File: config.mk
export PLATFORM = sky130hd
export DESIGN_NAME = cam_pixel_unpacker
export DESIGN_NICKNAME = d
export VERILOG_FILES = /design/src/rtl/cam_pixel_unpacker.sv
export SDC_FILE = /design/constraint.sdc
export NUM_CORES = 1
export LEC_CHECK = 0
export ABC_CLOCK_PERIOD_IN_PS = 4450
export CAP_MARGIN = 20
export CORE_MARGIN = 2
export CORE_UTILIZATION = 29
export CTS_CLUSTER_SIZE = 40
export DETAILED_ROUTE_END_ITERATION = 7
export HOLD_SLACK_MARGIN = 0.05
export PLACE_DENSITY_LB_ADDON = 0.25
export SLEW_MARGIN = 20
export SYNTH_ARGS = -nofsm -noshare
export SYNTH_HDL_FRONTEND = slang
export SYNTH_SLANG_ARGS = --single-unit
File: constraint.sdc
create_clock -name HCLK -period 4.45 [get_ports HCLK]
set_input_delay 0.89 -clock HCLK [delete_from_list [all_inputs] [get_ports HCLK]]
set_output_delay 0.89 -clock HCLK [all_outputs]
set_load 0.02 [all_outputs]
File: src/rtl/cam_pixel_unpacker.sv
// cam_pixel_unpacker: turns the camera vsync/href/byte stream into pixels.
// Modes: 0 = Y from YUV422 (even bytes), 1 = two-byte pixels {first,second},
// 2/3 = every byte is a pixel. Tracks column/line and flags line/frame ends.
// Optional build macro CAM_LINE_CHECK_EN enables the per-line pixel count
// check against EXP_W; without it line_err is held at 0.
module cam_pixel_unpacker #(
    parameter int DW    = 8,
    parameter int CW    = 11,
    parameter int LW    = 10,
    parameter int EXP_W = 640
) (
    input  logic              HCLK,
    input  logic              HRESET,
    input  logic              vsync,
    input  logic              href,
    input  logic              byte_en,
    input  logic [DW-1:0]     DATA_IN,
    input  logic [1:0]        mode,
    output logic              pix_valid,
    output logic [2*DW-1:0]   pix_data,
    output logic              sof,
    output logic [CW-1:0]     col_cnt,
    output logic [LW-1:0]     line_cnt,
    output logic              line_done,
    output logic              frame_done,
    output logic              odd_err,
    output logic              line_err
);

    // Expected line width must be representable in the column counter.
    if (EXP_W < 1 || EXP_W > (2**CW) - 1) begin : g_exp_w_range
        $error("EXP_W does not fit in CW bits");
    end

    typedef enum logic [1:0] {WAIT_VS, VBLANK, ACTIVE} state_t;

    state_t            state_q, state_d;
    logic              vsync_q, href_q, href_q2, byte_en_q;
    logic [DW-1:0]     data_q;
    logic [1:0]        mode_q, mode_d;
    logic              phase_q, phase_d;
    logic [DW-1:0]     hold_q, hold_d;
    logic [CW-1:0]     col_idx_q, col_idx_d;
    logic [LW-1:0]     line_idx_q, line_idx_d;
    logic              line_open_q, line_open_d;
    logic              lines_seen_q, lines_seen_d;
    logic              sof_pend_q, sof_pend_d;
    logic              frame_pend_q, frame_pend_d;
    logic              pix_valid_q, pix_valid_d;
    logic [2*DW-1:0]   pix_data_q, pix_data_d;
    logic              sof_q, sof_d;
    logic [CW-1:0]     col_out_q, col_out_d;
    logic [LW-1:0]     line_out_q, line_out_d;
    logic              line_done_q, line_done_d;
    logic              frame_done_q, frame_done_d;
    logic              odd_err_q, odd_err_d;
    logic              line_err_q, line_err_d;

    logic              href_rise, href_fall, in_line, accept, close_line, cur_phase, emit;
    logic [2*DW-1:0]   emit_data;

    // State register plus one-stage input capture; reset wins over everything.
    always_ff @(posedge HCLK) begin
        if (HRESET) begin
            state_q      <= WAIT_VS;
            vsync_q      <= 1'b0;
            href_q       <= 1'b0;
            href_q2      <= 1'b0;
            byte_en_q    <= 1'b0;
            data_q       <= '0;
            mode_q       <= 2'd0;
            phase_q      <= 1'b0;
            hold_q       <= '0;
            col_idx_q    <= '0;
            line_idx_q   <= '0;
            line_open_q  <= 1'b0;
            lines_seen_q <= 1'b0;
            sof_pend_q   <= 1'b0;
            frame_pend_q <= 1'b0;
            pix_valid_q  <= 1'b0;
            pix_data_q   <= '0;
            sof_q        <= 1'b0;
            col_out_q    <= '0;
            line_out_q   <= '0;
            line_done_q  <= 1'b0;
            frame_done_q <= 1'b0;
            odd_err_q    <= 1'b0;
            line_err_q   <= 1'b0;
        end else begin
            state_q      <= state_d;
            vsync_q      <= vsync;
            href_q       <= href;
            href_q2      <= href_q;
            byte_en_q    <= byte_en;
            data_q       <= DATA_IN;
            mode_q       <= mode_d;
            phase_q      <= phase_d;
            hold_q       <= hold_d;
            col_idx_q    <= col_idx_d;
            line_idx_q   <= line_idx_d;
            line_open_q  <= line_open_d;
            lines_seen_q <= lines_seen_d;
            sof_pend_q   <= sof_pend_d;
            frame_pend_q <= frame_pend_d;
            pix_valid_q  <= pix_valid_d;
            pix_data_q   <= pix_data_d;
            sof_q        <= sof_d;
            col_out_q    <= col_out_d;
            line_out_q   <= line_out_d;
            line_done_q  <= line_done_d;
            frame_done_q <= frame_done_d;
            odd_err_q    <= odd_err_d;
            line_err_q   <= line_err_d;
        end
    end

    // Frame FSM, byte acceptance, pixel assembly and line/frame bookkeeping.
    always_comb begin
        state_d      = state_q;
        mode_d       = mode_q;
        phase_d      = phase_q;
        hold_d       = hold_q;
        col_idx_d    = col_idx_q;
        line_idx_d   = line_idx_q;
        line_open_d  = line_open_q;
        lines_seen_d = lines_seen_q;
        sof_pend_d   = sof_pend_q;
        frame_pend_d = 1'b0;
        pix_valid_d  = 1'b0;
        pix_data_d   = pix_data_q;
        sof_d        = 1'b0;
        col_out_d    = col_out_q;
        line_out_d   = line_out_q;
        line_done_d  = 1'b0;
        frame_done_d = frame_pend_q;
        odd_err_d    = 1'b0;
        line_err_d   = 1'b0;

        href_rise  = href_q & ~href_q2;
        href_fall  = ~href_q & href_q2;
        in_line    = (state_q == ACTIVE) && !vsync_q;
        accept     = in_line && href_q && byte_en_q;
        close_line = (state_q == ACTIVE) && line_open_q && (href_fall || vsync_q);
        // A byte arriving on the href rise cycle is phase 0 of the new line.
        cur_phase  = (in_line && href_rise) ? 1'b0 : phase_q;
        emit       = 1'b0;
        emit_data  = {{DW{1'b0}}, data_q};

        case (state_q)
            WAIT_VS: if (vsync_q) state_d = VBLANK;
            VBLANK: begin
                if (!vsync_q) begin
                    state_d      = ACTIVE;
                    mode_d       = mode;
                    line_idx_d   = '0;
                    lines_seen_d = 1'b0;
                    sof_pend_d   = 1'b1;
                    phase_d      = 1'b0;
                    col_idx_d    = '0;
                    line_open_d  = 1'b0;
                end
            end
            ACTIVE: begin
                if (vsync_q) begin
                    state_d = VBLANK;
                    // An open line closes first; frame_done follows one cycle later.
                    if (line_open_q)       frame_pend_d = 1'b1;
                    else if (lines_seen_q) frame_done_d = 1'b1;
                end
            end
            default: state_d = WAIT_VS;
        endcase

        if (in_line && href_rise) begin
            phase_d     = 1'b0;
            line_open_d = 1'b1;
        end

        if (accept) begin
            phase_d     = ~cur_phase;
            line_open_d = 1'b1;
            case (mode_q)
                2'd0: emit = ~cur_phase;
                2'd1: begin
                    if (!cur_phase) begin
                        hold_d = data_q;
                    end else begin
                        emit      = 1'b1;
                        emit_data = {hold_q, data_q};
                    end
                end
                default: emit = 1'b1;
            endcase
        end

        if (emit) begin
            pix_valid_d = 1'b1;
            pix_data_d  = emit_data;
            sof_d       = sof_pend_q;
            sof_pend_d  = 1'b0;
            col_out_d   = col_idx_q;
            line_out_d  = line_idx_q;
            if (col_idx_q != {CW{1'b1}}) col_idx_d = col_idx_q + CW'(1);
        end

        if (close_line) begin
            line_done_d  = 1'b1;
            // A dangling half-pixel in Y or pair mode is dropped and flagged.
            odd_err_d    = (mode_q == 2'd0 || mode_q == 2'd1) && phase_q;
            phase_d      = 1'b0;
            col_idx_d    = '0;
            line_open_d  = 1'b0;
            lines_seen_d = 1'b1;
            if (line_idx_q != {LW{1'b1}}) line_idx_d = line_idx_q + LW'(1);
`ifdef CAM_LINE_CHECK_EN
            line_err_d   = (col_idx_q != CW'(EXP_W)) || (col_idx_q == {CW{1'b1}});
`endif
        end
    end

    assign pix_valid  = pix_valid_q;
    assign pix_data   = pix_data_q;
    assign sof        = sof_q;
    assign col_cnt    = col_out_q;
    assign line_cnt   = line_out_q;
    assign line_done  = line_done_q;
    assign frame_done = frame_done_q;
    assign odd_err    = odd_err_q;
    assign line_err   = line_err_q;

endmodule

==> results of run 1 <==
-- sequential cells by signal, indices dropped and copies added (netlist names), 2 cells and up --
register and cells:
mode_q 2, data_q 8, line_cnt 10, line_idx_q 10, hold_q 8, col_cnt 11, state_q 2, col_idx_q 11
pix_data 16
-- final timing paths --
kind | start | slack [ps] | to
setup reg to reg | state_q[1]$_SDFFE_PP0P_ | 1950 | pix_data[13]$_SDFFE_PP0P_
hold reg to reg | lines_seen_q$_SDFFE_PP0P_ | 460 | lines_seen_q$_SDFFE_PP0P_
hold / removal | lines_seen_q$_SDFFE_PP0P_ | 460 | lines_seen_q$_SDFFE_PP0P_
setup / recovery | HRESET | 1780 | line_idx_q[4]$_SDFF_PP0_
-- kinds of logic after synthesis --
group / share of synthesized area (%)
compound gates: 24.4
simple gates: 16.2
flops: 51.8
buf+inv: 3.41
mux: 2.85
fa+ha+maj: 0.704
xor+xnor: 0.493
other cells: 0.105
-- metal layers --
layer | GRT usage, % | share of wire [%] | vias up
li1 | - | - | 1422
met1 | 17.7 | 50 | 1331
met2 | 19.6 | 44 | 72
met3 | 3.85 | 5.0 | 8
met4 | 4.74 | 1.2 | 0
met5 | 0 | 0 | -
-- cell usage in the layout (no fill, tap or decap), types with 3 or more instances in the layout --
| cell | synthesis | routed |
|---|---|---|
| o2111ai_1 | 4 | 4 |
| o211ai_1 | 6 | 6 |
| nor3b_1 | 3 | 3 |
| or4_1 | 3 | 3 |
| clkbuf_16 | 0 | 9 |
| nor4_1 | 5 | 4 |
| a21oi_1 | 19 | 18 |
| or3_1 | 4 | 4 |
| buf_4 | 1 | 4 |
| dfxtp_1 | 92 | 92 |
| clkdlybuf4s50_1 | 0 | 56 |
| nand4_1 | 7 | 7 |
| o21ai_0 | 9 | 9 |
| o311ai_0 | 8 | 8 |
| a22o_1 | 41 | 41 |
| and3_1 | 3 | 3 |
| nor2b_1 | 14 | 14 |
| inv_1 | 7 | 7 |
| o31a_1 | 3 | 3 |
| a31oi_1 | 3 | 3 |
| nand2_1 | 15 | 15 |
| nand3_1 | 5 | 5 |
| mux2i_1 | 9 | 9 |
| and2_1 | 3 | 3 |
| nand2b_1 | 4 | 4 |
| nor2_1 | 20 | 20 |
-- stage by stage --
stage / instance area (um2) / instances
finish: 4570 / 548
global route: 4570 / 548
CTS: 4570 / 548
detailed placement: 4260 / 533
global placement: 4260 / 533
floorplan: 3560 / 348
-- power breakdown --
part	internal (W)	switching, W
combinational	0.0000227	0.0000291
clock	0.000455	0.000327
sequential	0.000831	0.00000678
total	0.00131	0.000363
-- tightest hold or removal path, stage by stage, from the launching register on --
cell	delay, ps
dfxtp_1	310
nand2_1	50
a21oi_1	50
-- layout make-up --
| class | count | area, um2 |
|---|---|---|
| Fill cell | 1203 | 7440 |
| Multi-Input combinational cell | 227 | 1620 |
| Clock inverter | 5 | 66.3 |
| Timing Repair Buffer | 60 | 591 |
| Sequential cell | 92 | 1840 |
| Tap cell | 147 | 184 |
| Clock buffer | 10 | 239 |
| Inverter | 7 | 26.3 |
==> results.json, run 1 <==
{
  "status": "finished, final reports clean",
  "clock-sinks": 92,
  "clk_latency_ps": 340,
  "fin_ws_ps": 1780,
  "grt_usage_pct": 13.0,
  "finish.utilization_pct": 38.0,
  "ys_types": 55,
  "synth_edf_count": 0,
  "cts_buffer_depth": 2,
  "die_w_um": 115,
  "drt-wirelength-per-cell_um": 15.4,
  "cts_buffers": 9,
  "tightest_slew_ps": 1100,
  "critPathArrivalTime_ps": 2900,
  "peakVddDrop_mv": 0.163,
  "io_pins": 58,
  "setup-violations-final": 0,
  "slowest_stage": "clkdlybuf4s50_1",
  "std_cell_rows": 40,
  "dp_hpwl_mm": 5.54,
  "antennaDiodeCount": 0,
  "overflow": 0,
  "fin_crit_sh_pct": 60.0,
  "path_class": "in -> reg",
  "post_cts_resized": 0,
  "grt_max_degree": 25,
  "vias": 2833,
  "total_power_w": 0.00167,
  "routed_wl_mm": 8.45,
  "avgSynthCellArea_um2": 10.2,
  "cpPeakStageDelay_ps": 950,
  "synthArstFlopShare_pct": 0,
  "syn_nets": 365,
  "synthCells": 348,
  "drc": 0,
  "start_util_pct": 29.6,
  "synth_area_leader_cell": "dfxtp_1",
  "place_congestion": 0.825,
  "ys_seq_area_share_pct": 51.8,
  "cellLeakagePower_nw": 1.55,
  "drive_above_1_share_pct": 6.98,
  "dp_slack_ps": 1440,
  "hold_path_class": "reg -> reg",
  "max_cap_viol_count": 0,
  "maxSlewViolCount": 0,
  "critical_path.top_delay_family": "buffers and inverters",
  "cp-end-kind": "flip-flop",
  "r2r_cells": 5,
  "nNetsFinal": 414,
  "ys_top_cells_by_count": "dfxtp_1 (92), a22o_1 (41), nor2_1 (20), a21oi_1 (19), nand2_1 (15)",
  "path_clk_slew_ps": 70,
  "drt-initial-drc-count": 218,
  "synth.most_common_cell": "dfxtp_1",
  "flow.area_growth_from_synthesis_pct": 28.4,
  "die-area_um2": 13200,
  "coreArea_um2": 12000,
  "whs_path_depth": 2,
  "fin_crit_ps": 2670,
  "power_density_nw_per_um2": 366,
  "cp.buffers_inverters": 2,
  "fmax_ghz": 0.375,
  "fp.dieH_um": 115,
  "rsz0062_at_grt": "false",
  "antenna_left": 0,
  "cts.hold.buffers_added": 0,
  "firstDrtPassIters": 4,
  "yosys.area.top_type_share_pct": 51.8,
  "routed_via_density": 5.17,
  "cp-start-kind": "input pin",
  "clockRootBuffer": "clkbuf_16",
  "finalClockSkew_ps": 11.9,
  "synth-seq-cells": 92,
  "post-cts-setup-buffer-count": 0,
  "crit_path_frequent_cell": "a22o_1",
  "antenna_found_initial": 0,
  "cp.required_ps": 4680,
  "grt_pass1_vias": 2616,
  "yosysWarningCount": 0,
  "setup_tns_ps": 0,
  "htree_levels": 3,
  "hold_viol": 0,
  "crit_chain": "clkdlybuf4s50_1 -> nor4bb_1 -> o21ai_1 -> inv_1 -> a22o_1 -> a22o_1",
  "cts_tree": "done",
  "relSlewSlack_pct": 24.8,
  "cp_num_cells": 6,
  "crit_fanout": 15,
  "ys.flop_type": "dfxtp_1",
  "syn-cell-area_um2": 3560,
  "grt_first_pass_wirelength_mm": 13.5,
  "hold_ws_ps": 461,
  "portBuffers": 56,
  "synth.area.top_cells": "dfxtp_1 (52%), a22o_1 (10%), a21oi_1 (2.7%)"
}
No activity file was read; power rests on OpenSTA's default activity.
==> run 2, diff against run 1 <==
--- a/config.mk
+++ b/config.mk
@@ -5,7 +5,7 @@
 export SDC_FILE = /design/constraint.sdc
 export NUM_CORES = 1
 export LEC_CHECK = 0
-export ABC_CLOCK_PERIOD_IN_PS = 4450
+export ABC_CLOCK_PERIOD_IN_PS = 2290
 export CAP_MARGIN = 20
 export CORE_MARGIN = 2
 export CORE_UTILIZATION = 29
==> constraint.sdc (replaced) <==
create_clock -name HCLK -period 2.29 [get_ports HCLK]
set_input_delay 0.458 -clock HCLK [delete_from_list [all_inputs] [get_ports HCLK]]
set_output_delay 0.458 -clock HCLK [all_outputs]
set_load 0.02 [all_outputs]
==> run 2 against run 1 <==
Effect of this change:
- clock power grew 90%
- register-to-register slack lost 1600 ps
- final cell count grew 2.6%
- die area is the same
- clock-buffer cell count is the same
- critical path type is now reg -> reg
- largest cell class unchanged
==> results.json, run 2 (synthesis gave the netlist of run 1 again) <==
{
  "wl_met1_mm": 4.04,
  "std_cell_rows": 40,
  "critical_path.top_delay_family": "simple AND/OR/NAND/NOR gates",
  "nNetsFinal": 428,
  "cts_buffer_depth": 2,
  "combPwrFrac_pct": 3.5,
  "cts.hold.buffers_added": 0,
  "io_pins": 58,
  "crit_fanout": 18,
  "antennaDiodeCount": 0,
  "status": "finished, final reports clean",
  "start_util_pct": 29.6,
  "power_density_nw_per_um2": 692,
  "overflow": 0,
  "clock-sinks": 92,
  "crit_chain": "or3b_2 -> nand4_1 -> o21ai_0 -> a22o_1",
  "die-area_um2": 13200,
  "setup_tns_ps": 0,
  "cp_num_cells": 4,
  "coreArea_um2": 12000,
  "grt_pass1_vias": 2683,
  "vias": 2878,
  "htree_levels": 3,
  "whs_path_depth": 1,
  "dp.cells": 547,
  "max_cap_viol_count": 0,
  "r2r_cells": 4,
  "post-cts-setup-buffer-count": 0,
  "cp-end-kind": "flip-flop",
  "cts_tree": "done",
  "grt_first_pass_wirelength_mm": 13.9,
  "antenna_left": 0,
  "clockRootBuffer": "clkbuf_16",
  "flow.area_growth_from_synthesis_pct": 31.0,
  "design_area_um2": 4660,
  "tightest_slew_ps": 566,
  "final_common_cell": "dfxtp_1",
  "fmax_ghz": 0.524,
  "setup-violations-final": 0,
  "fill_cells": 1215,
  "finalClockSkew_ps": 7.17,
  "antenna_found_initial": 0,
  "swShare_pct": 21.2,
  "cp.buffers_inverters": 0,
  "hold_viol": 0,
  "maxSlewViolCount": 0,
  "drive_above_1_share_pct": 9.88,
  "seq_power_share_pct": 50.4,
  "cp.required_ps": 2520,
  "top_layer_used": "met4",
  "portBuffers": 56,
  "routed_wl_mm": 8.39,
  "cpPeakStageDelay_ps": 670,
  "cp-start-kind": "flip-flop",
  "fin_crit_ps": 1910,
  "drt-initial-drc-count": 166,
  "cellLeakagePower_nw": 1.62,
  "instances_no_fill": 562,
  "critPathArrivalTime_ps": 2140,
  "dp_hpwl_mm": 5.69,
  "wl_met2_mm": 3.78,
  "cts_buffers": 9,
  "fin_crit_sh_pct": 83.4,
  "netSwitchingPower_w": 0.000682,
  "post_cts_resized": 0,
  "drt-wirelength-per-cell_um": 14.9,
  "drc": 0,
  "relSlewSlack_pct": 62.3,
  "grt_max_degree": 24,
  "clkPwrFrac_pct": 46.1,
  "largest_reg_flops": 16,
  "path_class": "reg -> reg",
  "wl_met3_um": 453,
  "die_w_um": 115,
  "final_cell_mix": "dfxtp_1 (92), clkdlybuf4s50_1 (56), a22o_1 (41)",
  "slowest_stage": "or3b_2",
  "grt_usage_pct": 13.3,
  "p_int_w": 0.00254,
  "hold_path_class": "reg -> reg",
  "peakVddDrop_mv": 0.317,
  "fp.dieH_um": 115,
  "path_clk_slew_ps": 60,
  "postPlaceCellArea_um2": 4360,
  "clk_latency_ps": 340,
  "rsz0062_at_grt": "false",
  "routed_via_density": 5.12,
  "firstDrtPassIters": 4,
  "place_congestion": 0.855
}
run 2: cell types whose count changed in the layout (fill, tap and decap cells not counted), sizes merged:
cell    previous run  this run
buf                4        18
clkinv             0         1
inv               10         9
run 2: power groups by stage:
stage	logic [W]	registers, W	clock network (W)
5_1_grt	0.000122	0.00163	0.00160
2_1_floorplan	0.0000653	0.00166	0
6_report	0.000112	0.00163	0.00149
4_1_cts	0.000113	0.00163	0.00153
3_3_place_gp	0.000112	0.00166	0
3_5_place_dp	0.000112	0.00166	0
run 2: path summary, 6_finish.rpt:
path | start | end | slack [ps]
max | state_q[0]$_SDFFE_PP0P_ | line_idx_q[3]$_SDFF_PP0_ | 380
min | sof_pend_q$_SDFFE_PP0P_ | sof_pend_q$_SDFFE_PP0P_ | 460
max reg2reg | state_q[0]$_SDFFE_PP0P_ | line_idx_q[3]$_SDFF_PP0_ | 380
min reg2reg | sof_pend_q$_SDFFE_PP0P_ | sof_pend_q$_SDFFE_PP0P_ | 460
run 2: final cells by class:
cell class                 instances  area, um2  area share [%]
clock inverter                     5       60.1            1.29
multi-input combinational        227       1610            34.6
clock buffer                      10        239            5.13
timing repair buffer              74        696            14.9
inverter                           7       26.3           0.564
tap                              147        184            3.95
sequential                        92       1840            39.5
run 2: worst reg2reg max path, stage by stage, from the launching register on:
cell and delay, ps:
dfxtp_1 470, or3b_2 670, nand4_1 280, o21ai_0 140, a22o_1 240
run 2: per-layer routing:
layer  up-vias  global-route usage, %
met4         0                   5.30
li1       1440                      -
met3         7                   2.95
met1      1354                   18.4
met2        77                   20.2
met5         -                      0
run 2: stage by stage:
step	hold slack [ps]	utilization (%)	setup slack [ps]	power (W)
after floorplan	416	-	390	0.00172
after global placement	442	36.3	308	0.00177
after detailed placement	447	36.3	305	0.00177
after CTS	462	38.8	389	0.00326
after global routing	481	38.8	158	0.00335
final	461	38.8	381	0.00322
